[src/rtl/alu_op_collector.sv]
`default_nettype none
// +-----------------------------------------------------------------------------+
// | Module   : alu_op_collector                                                 |
// | Brief    : collects a command and its operands, then issues one aligned    |
// |            cycle to the ALU. Optional timeout: ALU_COLLECT_TIMEOUT_EN.      |
// | Revision : 1.0 - initial release                                            |
// +-----------------------------------------------------------------------------+
module alu_op_collector #(
  parameter int DATA_WIDTH  = 8,
  parameter int CMD_WIDTH   = 4,
  parameter int TIMEOUT_CYC = 16
) (
  input  logic                  clk,
  input  logic                  rst,
  input  logic                  req_valid,
  output logic                  req_ready,
  input  logic [CMD_WIDTH-1:0]  req_cmd,
  input  logic                  req_mode,
  input  logic                  req_cin,
  input  logic [1:0]            req_need,
  input  logic                  opa_valid,
  input  logic [DATA_WIDTH-1:0] opa,
  input  logic                  opb_valid,
  input  logic [DATA_WIDTH-1:0] opb,
  output logic                  alu_ce,
  output logic                  alu_mode,
  output logic                  alu_cin,
  output logic [CMD_WIDTH-1:0]  alu_cmd,
  output logic [1:0]            alu_inp_valid,
  output logic [DATA_WIDTH-1:0] alu_opa,
  output logic [DATA_WIDTH-1:0] alu_opb,
  output logic                  timeout,
  output logic                  busy
);

  typedef enum logic [1:0] {
    ST_IDLE    = 2'd0,
    ST_COLLECT = 2'd1,
    ST_ISSUE   = 2'd2
  } state_t;

  state_t                state_q, state_d;
  logic [1:0]            need_q, need_d;
  logic [1:0]            got_q, got_d;
  logic [CMD_WIDTH-1:0]  cmd_q, cmd_d;
  logic                  mode_q, mode_d;
  logic                  cin_q, cin_d;
  logic [DATA_WIDTH-1:0] opa_q, opa_d;
  logic [DATA_WIDTH-1:0] opb_q, opb_d;

  logic                  alu_ce_q, alu_ce_d;
  logic                  alu_mode_q, alu_mode_d;
  logic                  alu_cin_q, alu_cin_d;
  logic [CMD_WIDTH-1:0]  alu_cmd_q, alu_cmd_d;
  logic [1:0]            alu_inp_valid_q, alu_inp_valid_d;
  logic [DATA_WIDTH-1:0] alu_opa_q, alu_opa_d;
  logic [DATA_WIDTH-1:0] alu_opb_q, alu_opb_d;
  logic                  timeout_q, timeout_d;

  logic [1:0]            cap;
  logic                  complete;
  logic                  expire;

`ifdef ALU_COLLECT_TIMEOUT_EN
  localparam int CNT_W = $clog2(TIMEOUT_CYC);
  localparam logic [CNT_W-1:0] CNT_LAST = CNT_W'(TIMEOUT_CYC - 1);
  logic [CNT_W-1:0] cnt_q, cnt_d;
`else
  logic unused_cfg;
  assign unused_cfg = (TIMEOUT_CYC < 2);
`endif

  always_comb begin
    state_d  = state_q;
    need_d   = need_q;
    got_d    = got_q;
    cmd_d    = cmd_q;
    mode_d   = mode_q;
    cin_d    = cin_q;
    opa_d    = opa_q;
    opb_d    = opb_q;
    cap      = 2'b00;
    complete = 1'b0;
    expire   = 1'b0;
`ifdef ALU_COLLECT_TIMEOUT_EN
    cnt_d    = cnt_q;
`endif
    alu_ce_d        = 1'b0;
    timeout_d       = 1'b0;
    alu_mode_d      = alu_mode_q;
    alu_cin_d       = alu_cin_q;
    alu_cmd_d       = alu_cmd_q;
    alu_inp_valid_d = alu_inp_valid_q;
    alu_opa_d       = alu_opa_q;
    alu_opb_d       = alu_opb_q;

    case (state_q)
      ST_IDLE: begin
        if (req_valid) begin
          need_d   = req_need;
          cmd_d    = req_cmd;
          mode_d   = req_mode;
          cin_d    = req_cin;
          cap      = {opb_valid, opa_valid} & req_need;
          got_d    = cap;
          // Uncaptured operands are zeroed so the issue presents 0 for them.
          opa_d    = cap[0] ? opa : '0;
          opb_d    = cap[1] ? opb : '0;
          complete = ((got_d & req_need) == req_need);
`ifdef ALU_COLLECT_TIMEOUT_EN
          cnt_d    = '0;
`endif
          state_d  = complete ? ST_ISSUE : ST_COLLECT;
        end
      end
      ST_COLLECT: begin
        cap      = {opb_valid, opa_valid} & need_q & ~got_q;
        got_d    = got_q | cap;
        opa_d    = cap[0] ? opa : opa_q;
        opb_d    = cap[1] ? opb : opb_q;
        complete = ((got_d & need_q) == need_q);
`ifdef ALU_COLLECT_TIMEOUT_EN
        expire   = !complete && (cnt_q == CNT_LAST);
        if (!complete && !expire) begin
          cnt_d = cnt_q + 1'b1;
        end
`endif
        if (complete || expire) begin
          state_d = ST_ISSUE;
        end
      end
      ST_ISSUE: state_d = ST_IDLE;
      default:  state_d = ST_IDLE;
    endcase

    // Issue registers load on entry to ISSUE so they line up with that cycle.
    if (state_d == ST_ISSUE) begin
      alu_ce_d        = 1'b1;
      timeout_d       = expire;
      alu_mode_d      = mode_d;
      alu_cin_d       = cin_d;
      alu_cmd_d       = cmd_d;
      alu_inp_valid_d = got_d;
      alu_opa_d       = opa_d;
      alu_opb_d       = opb_d;
    end
  end

  always_ff @(posedge clk or posedge rst) begin
    if (rst) begin
      state_q         <= ST_IDLE;
      need_q          <= '0;
      got_q           <= '0;
      cmd_q           <= '0;
      mode_q          <= 1'b0;
      cin_q           <= 1'b0;
      opa_q           <= '0;
      opb_q           <= '0;
      alu_ce_q        <= 1'b0;
      alu_mode_q      <= 1'b0;
      alu_cin_q       <= 1'b0;
      alu_cmd_q       <= '0;
      alu_inp_valid_q <= '0;
      alu_opa_q       <= '0;
      alu_opb_q       <= '0;
      timeout_q       <= 1'b0;
`ifdef ALU_COLLECT_TIMEOUT_EN
      cnt_q           <= '0;
`endif
    end else begin
      state_q         <= state_d;
      need_q          <= need_d;
      got_q           <= got_d;
      cmd_q           <= cmd_d;
      mode_q          <= mode_d;
      cin_q           <= cin_d;
      opa_q           <= opa_d;
      opb_q           <= opb_d;
      alu_ce_q        <= alu_ce_d;
      alu_mode_q      <= alu_mode_d;
      alu_cin_q       <= alu_cin_d;
      alu_cmd_q       <= alu_cmd_d;
      alu_inp_valid_q <= alu_inp_valid_d;
      alu_opa_q       <= alu_opa_d;
      alu_opb_q       <= alu_opb_d;
      timeout_q       <= timeout_d;
`ifdef ALU_COLLECT_TIMEOUT_EN
      cnt_q           <= cnt_d;
`endif
    end
  end

  assign req_ready     = (state_q == ST_IDLE);
  assign busy          = (state_q != ST_IDLE);
  assign alu_ce        = alu_ce_q;
  assign alu_mode      = alu_mode_q;
  assign alu_cin       = alu_cin_q;
  assign alu_cmd       = alu_cmd_q;
  assign alu_inp_valid = alu_inp_valid_q;
  assign alu_opa       = alu_opa_q;
  assign alu_opb       = alu_opb_q;
  assign timeout       = timeout_q;

endmodule
`default_nettype wire

[config.mk]
export PLATFORM = sky130hd
export DESIGN_NAME = alu_op_collector
export DESIGN_NICKNAME = d
export VERILOG_FILES = /design/src/rtl/alu_op_collector.sv
export SDC_FILE = /design/constraint.sdc
export NUM_CORES = 1
export LEC_CHECK = 0
export ABC_AREA = 1
export CELL_PAD_IN_SITES_DETAIL_PLACEMENT = 1
export CELL_PAD_IN_SITES_GLOBAL_PLACEMENT = 2
export CORE_ASPECT_RATIO = 1.2
export CORE_MARGIN = 8
export CORE_UTILIZATION = 28
export DETAILED_ROUTE_END_ITERATION = 8
export PLACE_DENSITY_LB_ADDON = 0.05
export SLEW_MARGIN = 20
export SYNTH_ARGS = -nofsm -noshare
export SYNTH_HDL_FRONTEND = slang
export SYNTH_SLANG_ARGS = --single-unit
[constraint.sdc]
create_clock -name clk -period 2.4 [get_ports clk]
set_clock_uncertainty 0.05 [all_clocks]
set_input_delay 0.48 -clock clk [delete_from_list [all_inputs] [get_ports clk]]
set_output_delay 0.48 -clock clk [all_outputs]
set_load 0.01 [all_outputs]
==> reports/qor.yml, run 1 <==
outcome: "completed"
final_cell_mix: "nand2_1, clkdlybuf4s50_1, dfrtp_1, nand3_1, inv_1"
final_util: 0.377
io_pins: 57
start_util: 0.284
cts_tree: "yes"
rsz0062_at_grt: "false"
detailed_place_hpwl_mm: 4.91
fin_crit_ps: 2170
gr-total-overflow: 0
wire_per_inst_um: 14.7
fp.dieH_um: 117
nets: 384
drive_gt1_frac: 0.0871
yosysWarnings: 0
gp_congestion: 0.792
drt_wl_total_mm: 6.95
final_antenna_net_count: 0
grt_first_pass_wirelength_mm: 11.5
clock_latency_ps: 300
cp-start-kind: "register"
antenna_found_initial: 0
vias: 2103
final_cells: 473
rows: 37
timing.fmax_ghz: 0.462
fin_hold_ws_ps: 427
avgSynthCellArea_um2: 8.09
clk_pin_slew_ps: 100
yosys-top-cells-area: "dfrtp_1, nand2_1, nand3_1, inv_1, nand2_2"
p_leak_nw: 1.64
setup-violations-final: 0
cts.sinks: 53
yosys.cell_types.count: 19
coreArea_um2: 8470
final_max_slew_viol_count: 0
arrival_ps: 1640
dieArea_um2: 11800
drt-pass1-iter-count: 4
hold_path.class: "reg2reg"
first_iter_violations: 68
n_fill_cell: 1040
synth_top_area_share: 0.552
ir_worst_vdd_v: 0.000381
viasPerCell: 4.45
ys_seq_elements: 53
crit_type: "reg2out"
fin_ws_ps: 234
drc: 0
root_buffer: "clkbuf_8"
io_buffers: 55
power.density_nw_per_um2: 1130
place_ws_ps: 260
cts_resized: 0
cts.path.max_buffers: 2
power_mw: 3.60
hold_buffers: 0
grt_pass1_vias: 2254
synth_seq_area_share: 0.552
cap_violations: 0
track_usage: 0.122
grt_max_degree: 54
place_area_um2: 3090
critPathCaptureType: "output port"
cts-buffers-inserted: 5
cp_max_fo: 5
setup-tns-final_ps: 0
final_hold_viol_count: 0
dp.cells: 465
antennaDiodeCount: 0
syn_nets: 326
dieWidth_um: 101
post-cts-setup-buffers: 0
final_cell_area_um2: 3190
synth_area_leader_cell: "dfrtp_1"
synth_area_um2: 2400
layout_commonest_cell: "nand2_1"
htree_levels: 2
syn_inst: 297
area_delta_synth_final_pct: 32.7
crit_required_ps: 1870
timing.final.crit_share: 0.903
==> metal layers <==
layer / up-vias / share of wire / track usage
met3: 6 / 0.038 / 0.0272
met5: - / 0 / 0
li1: 1030 / - / -
met2: 36 / 0.50 / 0.208
met4: 0 / 0.010 / 0.0313
met1: 1031 / 0.46 / 0.150
==> report_power, final <==
group          internal [mW]  switching (mW)  leakage, nW
Clock                  0.267           0.308       0.0549
Sequential              1.26           0.189        0.688
Combinational          0.669           0.916        0.898
==> state kept, by name, summed over array words and instances, names as in the netlist, 2 cells and up <==
signal and flops:
alu_cmd 4, alu_inp_valid 2, alu_opa 8, alu_opb 8
cmd_q 4, got_q 2, need_q 2, opa_q 8
opb_q 8, state_q 2
==> area by class of cell <==
| cell class | instances | area (µm²) | area share |
|---|---|---|---|
| clock buffer | 7 | 96.3 | 0.0302 |
| clock inverter | 1 | 8.76 | 0.00275 |
| inverter | 21 | 78.8 | 0.0247 |
| multi-input combinational | 214 | 933 | 0.293 |
| sequential | 53 | 1330 | 0.416 |
| tap | 117 | 146 | 0.0459 |
| timing repair buffer | 60 | 601 | 0.188 |
==> cells by family after synthesis <==
logic type             count (synthesis)  share of synthesized area
AND/OR/NAND/NOR                      200                      0.359
flip-flops                            53                      0.552
buffers and inverters                 30                     0.0599
AO/OA/AOI/OAI                         13                     0.0281
other                                  1                    0.00156
==> synth_stat cells <==
cell type,instances
a21oi_1,4
buf_2,4
buf_4,3
buf_6,2
conb_1,1
dfrtp_1,53
inv_1,17
inv_2,4
nand2_1,153
nand2_2,7
nand2_4,2
nand3_1,27
nand3_2,1
nand3b_1,1
nor2_1,6
nor2_2,1
nor2_8,2
o211ai_1,1
o21ai_0,8
==> final timing paths <==
kind,startpoint,end,slack (ps),cells after the start
setup / recovery,state_q[1],req_ready,230,2
hold / removal,mode_q,mode_q,430,2
setup reg to reg,state_q[1],alu_opa[0],700,7
hold reg to reg,mode_q,mode_q,430,2
max in group asynchronous,rst,opa_q[4],1570,3
min in group asynchronous,rst,alu_opb[0],480,3
==> worst max-delay path: stages (launching register included) <==
cell	delay, ps
dfrtp_1	460
nor2_2	280
clkdlybuf4s50_1	600
Power figures use the tool's default switching activity.
==> inputs of run 2 (changes only) <==
--- a/config.mk
+++ b/config.mk
@@ -12,6 +12,7 @@
 export CORE_MARGIN = 8
 export CORE_UTILIZATION = 28
 export DETAILED_ROUTE_END_ITERATION = 8
+export GPL_ROUTABILITY_DRIVEN = 0
 export PLACE_DENSITY_LB_ADDON = 0.05
 export SLEW_MARGIN = 20
 export SYNTH_ARGS = -nofsm -noshare
==> results of run 2 <==
The final DEF is identical to that of run 1; final timing and power are the same.
==> inputs of run 3 (changes only) <==
--- a/config.mk
+++ b/config.mk
@@ -5,12 +5,12 @@
 export SDC_FILE = /design/constraint.sdc
 export NUM_CORES = 1
 export LEC_CHECK = 0
-export ABC_AREA = 1
 export CELL_PAD_IN_SITES_DETAIL_PLACEMENT = 1
 export CELL_PAD_IN_SITES_GLOBAL_PLACEMENT = 2
 export CORE_ASPECT_RATIO = 1.2
 export CORE_MARGIN = 8
-export CORE_UTILIZATION = 28
+export CORE_UTILIZATION = 32
+export CTS_BUF_LIST = sky130_fd_sc_hd__clkbuf_8 sky130_fd_sc_hd__clkbuf_16
 export DETAILED_ROUTE_END_ITERATION = 8
 export GPL_ROUTABILITY_DRIVEN = 0
 export PLACE_DENSITY_LB_ADDON = 0.05
==> run 3 against run 2 <==
- fmax fell by 3.3%
- synthesized cell count fell by 50%
- register-to-register slack got worse by 320 ps
- final area fell by 7.9%
- core utilization rose by 7.9 points
- routed wire length fell by 25%
- global-route usage fell by 0.91 points
- die area fell by 19%
- via count fell by 31%
- first-iteration DRC count fell by 50%
- critical path depth rose by 1
- cell count fell by 37%
==> reports/qor.yml, run 3 <==
wire_per_inst_um: 17.5
start_util: 0.333
drt-pass1-iter-count: 4
dieWidth_um: 90.8
coreArea_um2: 6450
clock_latency_ps: 300
yosysMostFrequentCell: "dfrtp_1"
clk_pin_slew_ps: 90
grt_max_degree: 25
timing.final.crit_share: 0.934
critPathCaptureType: "output port"
post-cts-setup-buffers: 0
cts-buffers-inserted: 5
arrival_ps: 1710
track_usage: 0.113
synth_area_leader_cell: "dfrtp_1"
syn_nets: 178
async_flop_share: 1.00
power_mw: 3.21
grt_pass1_vias: 1730
ys.flop_type: "dfrtp_1"
layout_commonest_cell: "clkdlybuf4s50_1"
detailed_place_hpwl_mm: 3.96
final_antenna_net_count: 0
power.density_nw_per_um2: 1090
netlist_top_cells_count: "dfrtp_1, mux2_1, a22o_1"
crit_type: "reg2out"
cap_violations: 0
synth_edf_count: 0
p_leak_nw: 1.31
first_iter_violations: 34
dieArea_um2: 9590
timing.fmax_ghz: 0.446
n_fill_cell: 655
gr-total-overflow: 0
yosys.cell_types.count: 25
cp_max_fo: 14
cts_resized: 0
htree_levels: 2
syn_inst: 149
synth_seq_area_share: 0.618
drc: 0
final_util: 0.456
io_buffers: 55
hold_buffers: 0
root_buffer: "clkbuf_8"
fin_crit_ps: 2240
cts.path.max_buffers: 2
rr_worst_depth: 5
rows: 32
avgSynthCellArea_um2: 14.4
vias: 1457
ir_worst_vdd_v: 0.000432
final_max_slew_viol_count: 0
drt_wl_total_mm: 5.19
synth_top_area_share: 0.618
outcome: "completed"
cts_tree: "yes"
setup-tns-final_ps: 0
cp-start-kind: "register"
cts.sinks: 53
grt_first_pass_wirelength_mm: 8.89
synth_area_um2: 2150
hold_path.class: "in2async"
io_pins: 57
final_cell_mix: "clkdlybuf4s50_1, dfrtp_1, mux2_1, a22o_1, mux2_2"
viasPerCell: 4.91
drive_gt1_frac: 0.146
setup-violations-final: 0
fin_ws_ps: 159
yosysWarnings: 0
ys_seq_elements: 53
rsz0062_at_grt: "false"
fp.dieH_um: 106
antenna_found_initial: 0
crit_required_ps: 1870
nets: 240
place_ws_ps: -7.66
area_delta_synth_final_pct: 36.9
yosys-top-cells-area: "dfrtp_1, mux2_1, mux2_2, a22o_1, nand4bb_1"
final_hold_viol_count: 0
fin_hold_ws_ps: 407
antennaDiodeCount: 0
-- run 3: power by group --
part           switching (mW)  internal (mW)  leakage, nW
Clock                   0.291          0.312       0.0543
Sequential              0.203           1.21        0.681
Combinational           0.477          0.710        0.577
-- run 3: cell families (layout without fill, tap and decap cells) --
kind of cell / count (synthesis) / count (layout) / share of synthesized area
mux: 30 / 30 / 0.157
buf+inv: 14 / 77 / 0.0356
simple gates: 19 / 19 / 0.0606
compound gates: 32 / 32 / 0.127
flops: 53 / 53 / 0.618
other cells: 1 / 1 / 0.00175
-- run 3: per-stage QoR --
stage / instance area (µm²) / std cells
finish: 2940 / 297
global route: 2940 / 297
CTS: 2940 / 297
detailed placement: 2820 / 289
global placement: 2820 / 289
floorplan: 2150 / 149
-- run 3: path summary, 6_finish.rpt --
path,start,endpoint,slack (ps)
max,state_q[1],busy,160
min,rst,cmd_q[2],410
max reg2reg,state_q[0],alu_cmd[2],380
min reg2reg,cin_q,cin_q,450
max in group asynchronous,rst,alu_mode,1270
min in group clk,cin_q,cin_q,450
-- run 3: layer usage --
layer	track usage	wire length, µm	up-vias
met5	0	0	-
met4	0.0358	43	0
met3	0.0369	291	4
met2	0.200	2730	35
met1	0.125	2130	753
li1	-	-	665
-- run 3: final cells by class --
class	instances	area [µm²]	area share
tap	85	106	0.0362
timing repair buffer	60	613	0.209
multi-input combinational	82	743	0.253
clock inverter	3	46.3	0.0158
sequential	53	1330	0.451
clock buffer	5	68.8	0.0234
inverter	9	33.8	0.0115
-- run 3: critical path, stage by stage (launching register included) --
cell and delay (ps):
dfrtp_1 650, nor2_1 150, inv_1 70, clkdlybuf4s50_1 530
